===== config.mk =====
export PLATFORM = sky130hd
export DESIGN_NAME = dcache_controller_flat
export DESIGN_NICKNAME = d
export VERILOG_FILES = /design/src/rtl/cache_pkg.sv /design/src/rtl/dcache_controller_if.sv /design/src/rtl/sat_counter.sv /design/src/rtl/dcache_controller.sv /design/src/flat_wrapper.sv
export SDC_FILE = /design/constraint.sdc
export NUM_CORES = 1
export LEC_CHECK = 0
export CORE_MARGIN = 10
export CORE_UTILIZATION = 35
export DETAILED_ROUTE_END_ITERATION = 10
export SYNTH_ARGS = -nofsm -noshare
export SYNTH_HDL_FRONTEND = slang
export SYNTH_SLANG_ARGS = --single-unit

===== constraint.sdc =====
create_clock -name clk -period 2.3 [get_ports clk]
set_input_delay 0.23 -clock clk [delete_from_list [all_inputs] [get_ports clk]]
set_output_delay 0.23 -clock clk [all_outputs]
set_load 0.01 [all_outputs]

===== src/rtl/cache_pkg.sv =====
// rtl/cache_pkg.sv - shared state encodings and line geometry for the data cache
package cache_pkg;

    typedef enum logic [1:0] {
        ST_IDLE   = 2'd0,
        ST_REFILL = 2'd1,
        ST_WRITE  = 2'd2
    } state_t;

    localparam int WORDS_PER_BLOCK_DEF = 4;
    localparam int OFS_W_DEF           = $clog2(WORDS_PER_BLOCK_DEF);

endpackage


===== src/rtl/dcache_controller_if.sv =====
// rtl/dcache_controller_if.sv - pipeline, memory and array-control signals of the data cache
interface dcache_controller_if #(
    parameter int OFS_W = 2
);
    logic             MemReadM;
    logic             MemWriteM;
    logic             CacheHitM;
    logic             mem_ready;
    logic             StallCache;
    logic             mem_req;
    logic             mem_we;
    logic [OFS_W-1:0] refill_word;
    logic             refill_we;
    logic             tag_we;
    logic             cache_wr_en;

    modport slave (
        input  MemReadM, MemWriteM, CacheHitM, mem_ready,
        output StallCache, mem_req, mem_we, refill_word, refill_we, tag_we, cache_wr_en
    );

    modport master (
        output MemReadM, MemWriteM, CacheHitM, mem_ready,
        input  StallCache, mem_req, mem_we, refill_word, refill_we, tag_we, cache_wr_en
    );
endinterface


===== src/rtl/sat_counter.sv =====
// rtl/sat_counter.sv - W-bit event counter that sticks at all-ones
module sat_counter #(
    parameter int W = 16
) (
    input  logic         clk,
    input  logic         rst,
    input  logic         inc,
    output logic [W-1:0] count
);

    always_ff @(posedge clk) begin
        if (rst) begin
            count <= '0;
        end else if (inc && (count != {W{1'b1}})) begin
            count <= count + 1'b1;
        end
    end

endmodule


===== src/rtl/dcache_controller.sv =====
// rtl/dcache_controller.sv - sequencing FSM for the write-through, no-write-allocate data cache
module dcache_controller
    import cache_pkg::*;
#(
    parameter int WORDS_PER_BLOCK = WORDS_PER_BLOCK_DEF,
    parameter int OFS_W           = $clog2(WORDS_PER_BLOCK),
    parameter int CNT_W           = 16
) (
    input  logic                  clk,
    input  logic                  rst,
    dcache_controller_if.slave    bus,
    output logic [CNT_W-1:0]      read_hits,
    output logic [CNT_W-1:0]      read_misses,
    output logic [CNT_W-1:0]      writes
);

    state_t           state, state_n;
    logic [OFS_W-1:0] beat, beat_n;
    logic             last_beat;
    logic             inc_hit, inc_miss, inc_wr;
    logic             stall, req, we, rwe, twe, cwe;
    logic [OFS_W-1:0] rword;

    assign last_beat = (beat == OFS_W'(WORDS_PER_BLOCK - 1));

    always_ff @(posedge clk) begin
        if (rst) begin
            state <= ST_IDLE;
            beat  <= '0;
        end else begin
            state <= state_n;
            beat  <= beat_n;
        end
    end

    always_comb begin
        state_n  = state;
        beat_n   = beat;
        stall    = 1'b0;
        req      = 1'b0;
        we       = 1'b0;
        rword    = '0;
        rwe      = 1'b0;
        twe      = 1'b0;
        cwe      = 1'b0;
        inc_hit  = 1'b0;
        inc_miss = 1'b0;
        inc_wr   = 1'b0;
        // Everything stays low while rst is held, combinational outputs included.
        if (!rst) begin
            case (state)
                ST_IDLE: begin
                    if (bus.MemWriteM) begin
                        stall   = 1'b1;
                        req     = 1'b1;
                        we      = 1'b1;
                        cwe     = bus.CacheHitM;
                        state_n = ST_WRITE;
                    end else if (bus.MemReadM && !bus.CacheHitM) begin
                        stall   = 1'b1;
                        req     = 1'b1;
                        beat_n  = '0;
                        state_n = ST_REFILL;
                    end else if (bus.MemReadM) begin
                        inc_hit = 1'b1;
                    end
                end
                ST_REFILL: begin
                    stall = 1'b1;
                    req   = 1'b1;
                    rword = beat;
                    if (bus.mem_ready) begin
                        rwe    = 1'b1;
                        beat_n = beat + 1'b1;
                        if (last_beat) begin
                            twe      = 1'b1;
                            beat_n   = '0;
                            inc_miss = 1'b1;
                            state_n  = ST_IDLE;
                        end
                    end
                end
                ST_WRITE: begin
                    req   = 1'b1;
                    we    = 1'b1;
                    stall = !bus.mem_ready;
                    if (bus.mem_ready) begin
                        inc_wr  = 1'b1;
                        state_n = ST_IDLE;
                    end
                end
                default: state_n = ST_IDLE;
            endcase
        end
    end

    assign bus.StallCache  = stall;
    assign bus.mem_req     = req;
    assign bus.mem_we      = we;
    assign bus.refill_word = rword;
    assign bus.refill_we   = rwe;
    assign bus.tag_we      = twe;
    assign bus.cache_wr_en = cwe;

    sat_counter #(.W(CNT_W)) u_read_hits   (.clk(clk), .rst(rst), .inc(inc_hit),  .count(read_hits));
    sat_counter #(.W(CNT_W)) u_read_misses (.clk(clk), .rst(rst), .inc(inc_miss), .count(read_misses));
    sat_counter #(.W(CNT_W)) u_writes      (.clk(clk), .rst(rst), .inc(inc_wr),   .count(writes));

endmodule


===== src/flat_wrapper.sv =====
// flat-port wrapper written by rule: the top's interface ports become plain ports
module dcache_controller_flat import cache_pkg::*;
#(
    parameter int WORDS_PER_BLOCK = WORDS_PER_BLOCK_DEF,
    parameter int OFS_W           = $clog2(WORDS_PER_BLOCK),
    parameter int CNT_W           = 16
)
  (clk, rst, read_hits, read_misses, writes, bus_MemReadM, bus_MemWriteM, bus_CacheHitM, bus_mem_ready, bus_StallCache, bus_mem_req, bus_mem_we, bus_refill_word, bus_refill_we, bus_tag_we, bus_cache_wr_en);
  dcache_controller_if #(.OFS_W(OFS_W)) bus_i ();
  input  logic clk;
  input  logic rst;
  output logic [CNT_W-1:0] read_hits;
  output logic [CNT_W-1:0] read_misses;
  output logic [CNT_W-1:0] writes;
  input wire logic [$bits(bus_i.MemReadM)-1:0] bus_MemReadM;
  input wire logic [$bits(bus_i.MemWriteM)-1:0] bus_MemWriteM;
  input wire logic [$bits(bus_i.CacheHitM)-1:0] bus_CacheHitM;
  input wire logic [$bits(bus_i.mem_ready)-1:0] bus_mem_ready;
  output wire logic [$bits(bus_i.StallCache)-1:0] bus_StallCache;
  output wire logic [$bits(bus_i.mem_req)-1:0] bus_mem_req;
  output wire logic [$bits(bus_i.mem_we)-1:0] bus_mem_we;
  output wire logic [$bits(bus_i.refill_word)-1:0] bus_refill_word;
  output wire logic [$bits(bus_i.refill_we)-1:0] bus_refill_we;
  output wire logic [$bits(bus_i.tag_we)-1:0] bus_tag_we;
  output wire logic [$bits(bus_i.cache_wr_en)-1:0] bus_cache_wr_en;
  assign bus_i.MemReadM = bus_MemReadM;
  assign bus_i.MemWriteM = bus_MemWriteM;
  assign bus_i.CacheHitM = bus_CacheHitM;
  assign bus_i.mem_ready = bus_mem_ready;
  assign bus_StallCache = bus_i.StallCache;
  assign bus_mem_req = bus_i.mem_req;
  assign bus_mem_we = bus_i.mem_we;
  assign bus_refill_word = bus_i.refill_word;
  assign bus_refill_we = bus_i.refill_we;
  assign bus_tag_we = bus_i.tag_we;
  assign bus_cache_wr_en = bus_i.cache_wr_en;
  dcache_controller #(.WORDS_PER_BLOCK(WORDS_PER_BLOCK), .OFS_W(OFS_W), .CNT_W(CNT_W)) u_core (.clk(clk), .rst(rst), .bus(bus_i), .read_hits(read_hits), .read_misses(read_misses), .writes(writes));
endmodule

## Word-level counts from Yosys, hierarchy flattened

Index checks and enable logic that the tools add are counted.

- Output and inout bits: 56
- Logic and storage cells: 71
- Register bits: 52
- Input bits: 6

- Add/sub/neg operators: 4
- Reduce and logical (&&, ||, !) cells: 11
- Eq/ne operators: 12
- Multiplexer cells: 39

Operators by type and width:

| operator | number |
|---|---|
| adder 16 x 1 -> 16 bit, second input constant | 3 |
| inequality test 16 bit, second input constant | 3 |
| two-way mux 1 bit | 23 |
| two-way mux 2 bit | 11 |
| AND reduction 4 bit | 2 |
| inequality test 2 bit, second input constant | 3 |
| one-hot mux 2 bit (3 select lines) | 1 |
| == test 2 bit, second input constant | 2 |
| logical AND 1 bit | 4 |
| inequality test 2 x 1 -> 1 bit, second input constant | 2 |
| one-hot mux 1 bit (2 select lines) | 2 |
| one-hot mux 2 bit (2 select lines) | 1 |
| inequality test 3 x 2 -> 1 bit, second input constant | 1 |
| one-hot mux 1 bit (3 select lines) | 1 |
| adder 2 x 1 -> 2 bit, second input constant | 1 |
| == test 2 x 1 -> 1 bit, second input constant | 1 |
| logical NOT 1 bit | 2 |
| logical NOT 2 bit | 1 |
| nonzero test 2 bit | 1 |
| OR reduction 2 bit | 1 |

## Longest topological paths before layout

- Depth in word-level cells: 7
- Mapped depth: 7
- Mapped depth without buffers: 7

## Hierarchy

A second synthesis with hierarchy kept.

- Cells, all modules: 347
- Area, all modules: 2979.1 um^2

By module, submodules not included:

| module | area each (um^2) | instances | cells an instance |
|---|---|---|---|
| sat_counter | 848.3 | 3 | 99 |
| dcache_controller | 434.2 | 1 | 50 |

## Worst setup path after synthesis

Ideal clock, no wire load.

- Path kind: register to register
- Start: reg u_core.u_read_hits.count[0]
- End: reg u_core.u_read_hits.count[3]
- Data required time: 2.179 ns
- Buffers on the path: 1
- Arrival time: 1.770 ns
- Period minus slack after synthesis: 1.891 ns
- Slack: 0.409 ns
- Stages on the path, launching flop included: 7
- Setup time: 0.121 ns
- Cells stage by stage: dfxtp_1 -> ha_1 -> and4_1 -> and4_1 -> buf_2 -> a211oi_1 -> mux2_2

- Cells in the longest elaborated chain, start to end: 2
- Elaborated cells on any way between the ends: 3
- Classes of those cells: 1 x add/sub; 1 x eq/ne; 1 x reduce/logical

Ends and longest elaborated chain:

| item | line | RTL |
|---|---|---|
| start: declaration | sat_counter.sv:8 | `output logic [W-1:0] count` |
| start signal: assignment | sat_counter.sv:15 | `count <= count + 1'b1;` |
| branches (longest 2 deep; another with adder 16 x 1 -> 16 bit) | -- |  |

Several ways; the timed one is not identified.
A chain may end at the register's enable or synchronous reset.

## Final worst setup path

- Start: reg u_core.state[1]
- End: out bus_tag_we

- Cells in the longest elaborated chain, start to end: 3

Ends and longest elaborated chain:

| item | line | RTL |
|---|---|---|
| start: declaration | dcache_controller.sv:17 | `state_t state, state_n;` |
| start signal: assignment | dcache_controller.sv:31 | `state <= state_n;` |
| == test 2 x 1 -> 1 bit | dcache_controller.sv:51 | `case (state)` |
| two-way mux 1 bit | dcache_controller.sv:51 |  |
| two-way mux 1 bit | dcache_controller.sv:50 | `if (!rst) begin` |
| end: declaration | flat_wrapper.sv:24 | `output wire logic [$bits(bus_i.tag_we)-1:0] bus_tag_we;` |

Every way passes these cells.

==> impl_metrics.env <==
export IMPL_synth_ff_type="dfxtp_1"
export IMPL_final_nets=441
export IMPL_hold_class="input pin to register"
export IMPL_dp_hpwl_mm=5.881
export IMPL_min_period_over_period=0.9422
export IMPL_crit_buf_inv=3
export IMPL_critPathKind="register to primary output"
export IMPL_antenna_cells=0
export IMPL_syn_mean_instance_area_sq_um=8.330
export IMPL_min_path_cells=2
export IMPL_drv_slew=0
export IMPL_hold_end="u_core.u_writes.count[2]"
export IMPL_fin_crit_ns=2.167
export IMPL_yosys_area_top_type_share=0.3511
export IMPL_worstHoldStart="rst"
export IMPL_wl_met3_um=491
export IMPL_power_density_nw_per_um2=415.4
export IMPL_seq_area_sq_um=1041
export IMPL_place_congestion=0.8392
export IMPL_r2r_start="u_core.state[1]"
export IMPL_clk_pin_slew_worst_paths_ns=0.09
export IMPL_drt_met1_wl_mm=3.686
export IMPL_stdcell_area_sq_um=3844
export IMPL_start_util=0.3609
export IMPL_slowest_delay_ns=0.57
export IMPL_top_layer_used="met4"
export IMPL_clock_latency_ns=0.30
export IMPL_outcome="finished clean"
export IMPL_die_x_um=112.0
export IMPL_die_y_um=112.0
export IMPL_finClkSkew_ns=0.009646
export IMPL_slew_headroom=0.7474
export IMPL_drtPass1Iterations=4
export IMPL_portBuffers=61
export IMPL_cts_buffers=5
export IMPL_routed_wl_mm=7.956
export IMPL_p_total_uw=1597
export IMPL_timing_rr_end="u_core.u_read_misses.count[13]"
export IMPL_hold_viol=0
export IMPL_rsz0062_at_grt="false"
export IMPL_crit_path_start_kind="register"
export IMPL_synthArstFlopShare=0
export IMPL_synth_edf_count=0
export IMPL_setup_viol=0
export IMPL_critPathArrivalTime_ns=1.94
export IMPL_die_area_sq_um=12550
export IMPL_setup_tns_final_ns=0
export IMPL_cts_hold_buf=0
export IMPL_vias=2931
export IMPL_setup_ws_ns=0.1329
export IMPL_place_ws_ns=0.1448
export IMPL_wl_met2_mm=3.695
export IMPL_crit_path_end_kind="primary output"
export IMPL_layout_drive_gt1_share=0.08665
export IMPL_max_cap_violations=0
export IMPL_yosys_warnings=0
export IMPL_via_per_inst=5.509
export IMPL_drc=0
export IMPL_ys_seq_elements=52
export IMPL_core_area_sq_um=8217
export IMPL_synth_seq_area_share=0.3511
export IMPL_syn_nets=371
export IMPL_syn_area_sq_um=2965
export IMPL_final_cell_mix="59 x clkdlybuf4s50_1, 52 x dfxtp_1, 36 x a21oi_1, 30 x nand2_1, 20 x nor2_1"
export IMPL_routedWlPerCell_um=14.95
export IMPL_drtAntennaViolNets=0
export IMPL_synth_largest_area_cell="dfxtp_1"
export IMPL_grt_pass1_vias=2720
export IMPL_power_leakage_uw=0.001341
export IMPL_num_rows=33
export IMPL_gr_total_overflow=0
export IMPL_tightestPinTransition_ns=0.3693
export IMPL_syn_to_final_growth_pct=29.62
export IMPL_cp_cell_sequence="inv_1 > ha_1 > nand4_1 > inv_2 > clkdlybuf4s50_1"
export IMPL_peakVddDrop_uv=332.7
export IMPL_clock_path_buffers=2
export IMPL_cp_slowest_cell="clkdlybuf4s50_1"
export IMPL_cts_tree="built"
export IMPL_multi_input_area_sq_um=1808
export IMPL_htree_levels=2
export IMPL_synthTopCellsByArea="dfxtp_1 35%, a21oi_1 6.1%, ha_1 3.8%, nand2_1 3.8%, o31ai_1 3.8%"
export IMPL_path_max_fanout=5
export IMPL_synth_distinct_cells=49
export IMPL_grt_pass1_wl_mm=13.20
export IMPL_critPathRequiredTime_ns=2.07
export IMPL_r2r_slack_ns=0.15
export IMPL_antenna_found_initial=0
export IMPL_max_freq_ghz=0.4615
export IMPL_clockRootBuffer="clkbuf_8"
export IMPL_critPathTopFamily="buffers and inverters"
export IMPL_worstRegToRegCells=8
export IMPL_nFillCells=848
export IMPL_place_area_sq_um=3745
export IMPL_clock_sinks=52
export IMPL_synth_cells=356
export IMPL_grtUsageTotal=0.1203
export IMPL_num_io_pins=62
export IMPL_drt_iter0_drc=144
export IMPL_final_common_cell="clkdlybuf4s50_1"
export IMPL_grt_max_degree=31
## cell usage after synthesis (2+ instances only)
| master | number |
|---|---|
| mux2_2 | 9 |
| nor4_1 | 3 |
| dfxtp_1 | 52 |
| or4_1 | 14 |
| inv_1 | 14 |
| o31ai_1 | 15 |
| nand3b_1 | 2 |
| a21oi_1 | 36 |
| and4_1 | 9 |
| ha_1 | 9 |
| o31a_1 | 3 |
| nor2b_1 | 11 |
| a211oi_1 | 7 |
| a31oi_1 | 3 |
| or2b_1 | 2 |
| a2111oi_0 | 3 |
| nand4_1 | 14 |
| mux2i_1 | 7 |
| buf_1 | 2 |
| nor2_1 | 20 |
| and2_1 | 5 |
| and3_1 | 11 |
| nor4bb_1 | 2 |
| nand3_1 | 14 |
| nand2_1 | 30 |
| clkbuf_1 | 4 |
| and4b_1 | 2 |
| buf_2 | 4 |
| o21ai_0 | 13 |
| or3_1 | 10 |
| buf_4 | 2 |
| nor3_1 | 7 |
## how the worst max path moves through the flow
| stage | start | to | slack [ns] | cells after the start |
|---|---|---|---|---|
| floorplan | u_core.u_read_hits.count[0] | u_core.u_read_hits.count[3] | 0.41 | 6 |
| global placement | bus_CacheHitM | u_core.u_read_hits.count[11] | 0.17 | 6 |
| detailed placement | bus_mem_ready | u_core.u_writes.count[8] | 0.14 | 6 |
| CTS | u_core.state[1] | bus_tag_we | 0.05 | 5 |
| global route | u_core.state[1] | bus_tag_we | 0.003 | 5 |
| finish | u_core.state[1] | bus_tag_we | 0.13 | 5 |
## stage by stage
step	hold slack, ns	util	instances
after floorplan	0.3819	-	356
after global placement	0.4849	0.4558	523
after detailed placement	0.4889	0.4558	523
after CTS	0.2038	0.4669	531
after global routing	0.2150	0.4678	532
final	0.2094	0.4678	532
## routing by layer
metal / track usage / vias to the layer above
met5: 0 / -
met4: 0.02792 / 0
met3: 0.03674 / 6
met2: 0.2009 / 56
met1: 0.1481 / 1379
li1: - / 1490
## report_power, final
group | switching (uW) | internal, uW
clock network | 294 | 247
logic | 76.4 | 66.2
registers | 7.35 | 906
total | 378 | 1220
## layout make-up
class,instances,share of cell area
multi-input combinational,276,0.4704
sequential,52,0.2708
timing repair buffer,76,0.1865
tap,105,0.03418
clock buffer,8,0.02344
inverter,15,0.01465
## flip-flops by register name (all words and copies together) (netlist names)
| name | count |
|---|---|
| u_core.beat | 2 |
| u_core.state | 2 |
| u_core.u_read_hits.count | 16 |
| u_core.u_read_misses.count | 16 |
| u_core.u_writes.count | 16 |
## cell families (layout without fill, tap and decap cells)
group | after synthesis | count (layout) | share of synthesized area
AOI/OAI and AO/OA | 89 | 89 | 0.1874
muxes | 16 | 16 | 0.05781
and+or+nand+nor | 162 | 162 | 0.3257
adders and majority gates | 9 | 9 | 0.03798
buffers and inverters | 28 | 99 | 0.04008
DFF | 52 | 52 | 0.3511
## repair_timing
action,CTS,global route
gates cloned,0,0
resized for setup,2,1
endpoints found under the setup margin,1,1
pin swaps,0,1
setup buffers,0,1
No activity file was read; power rests on OpenSTA's default activity.
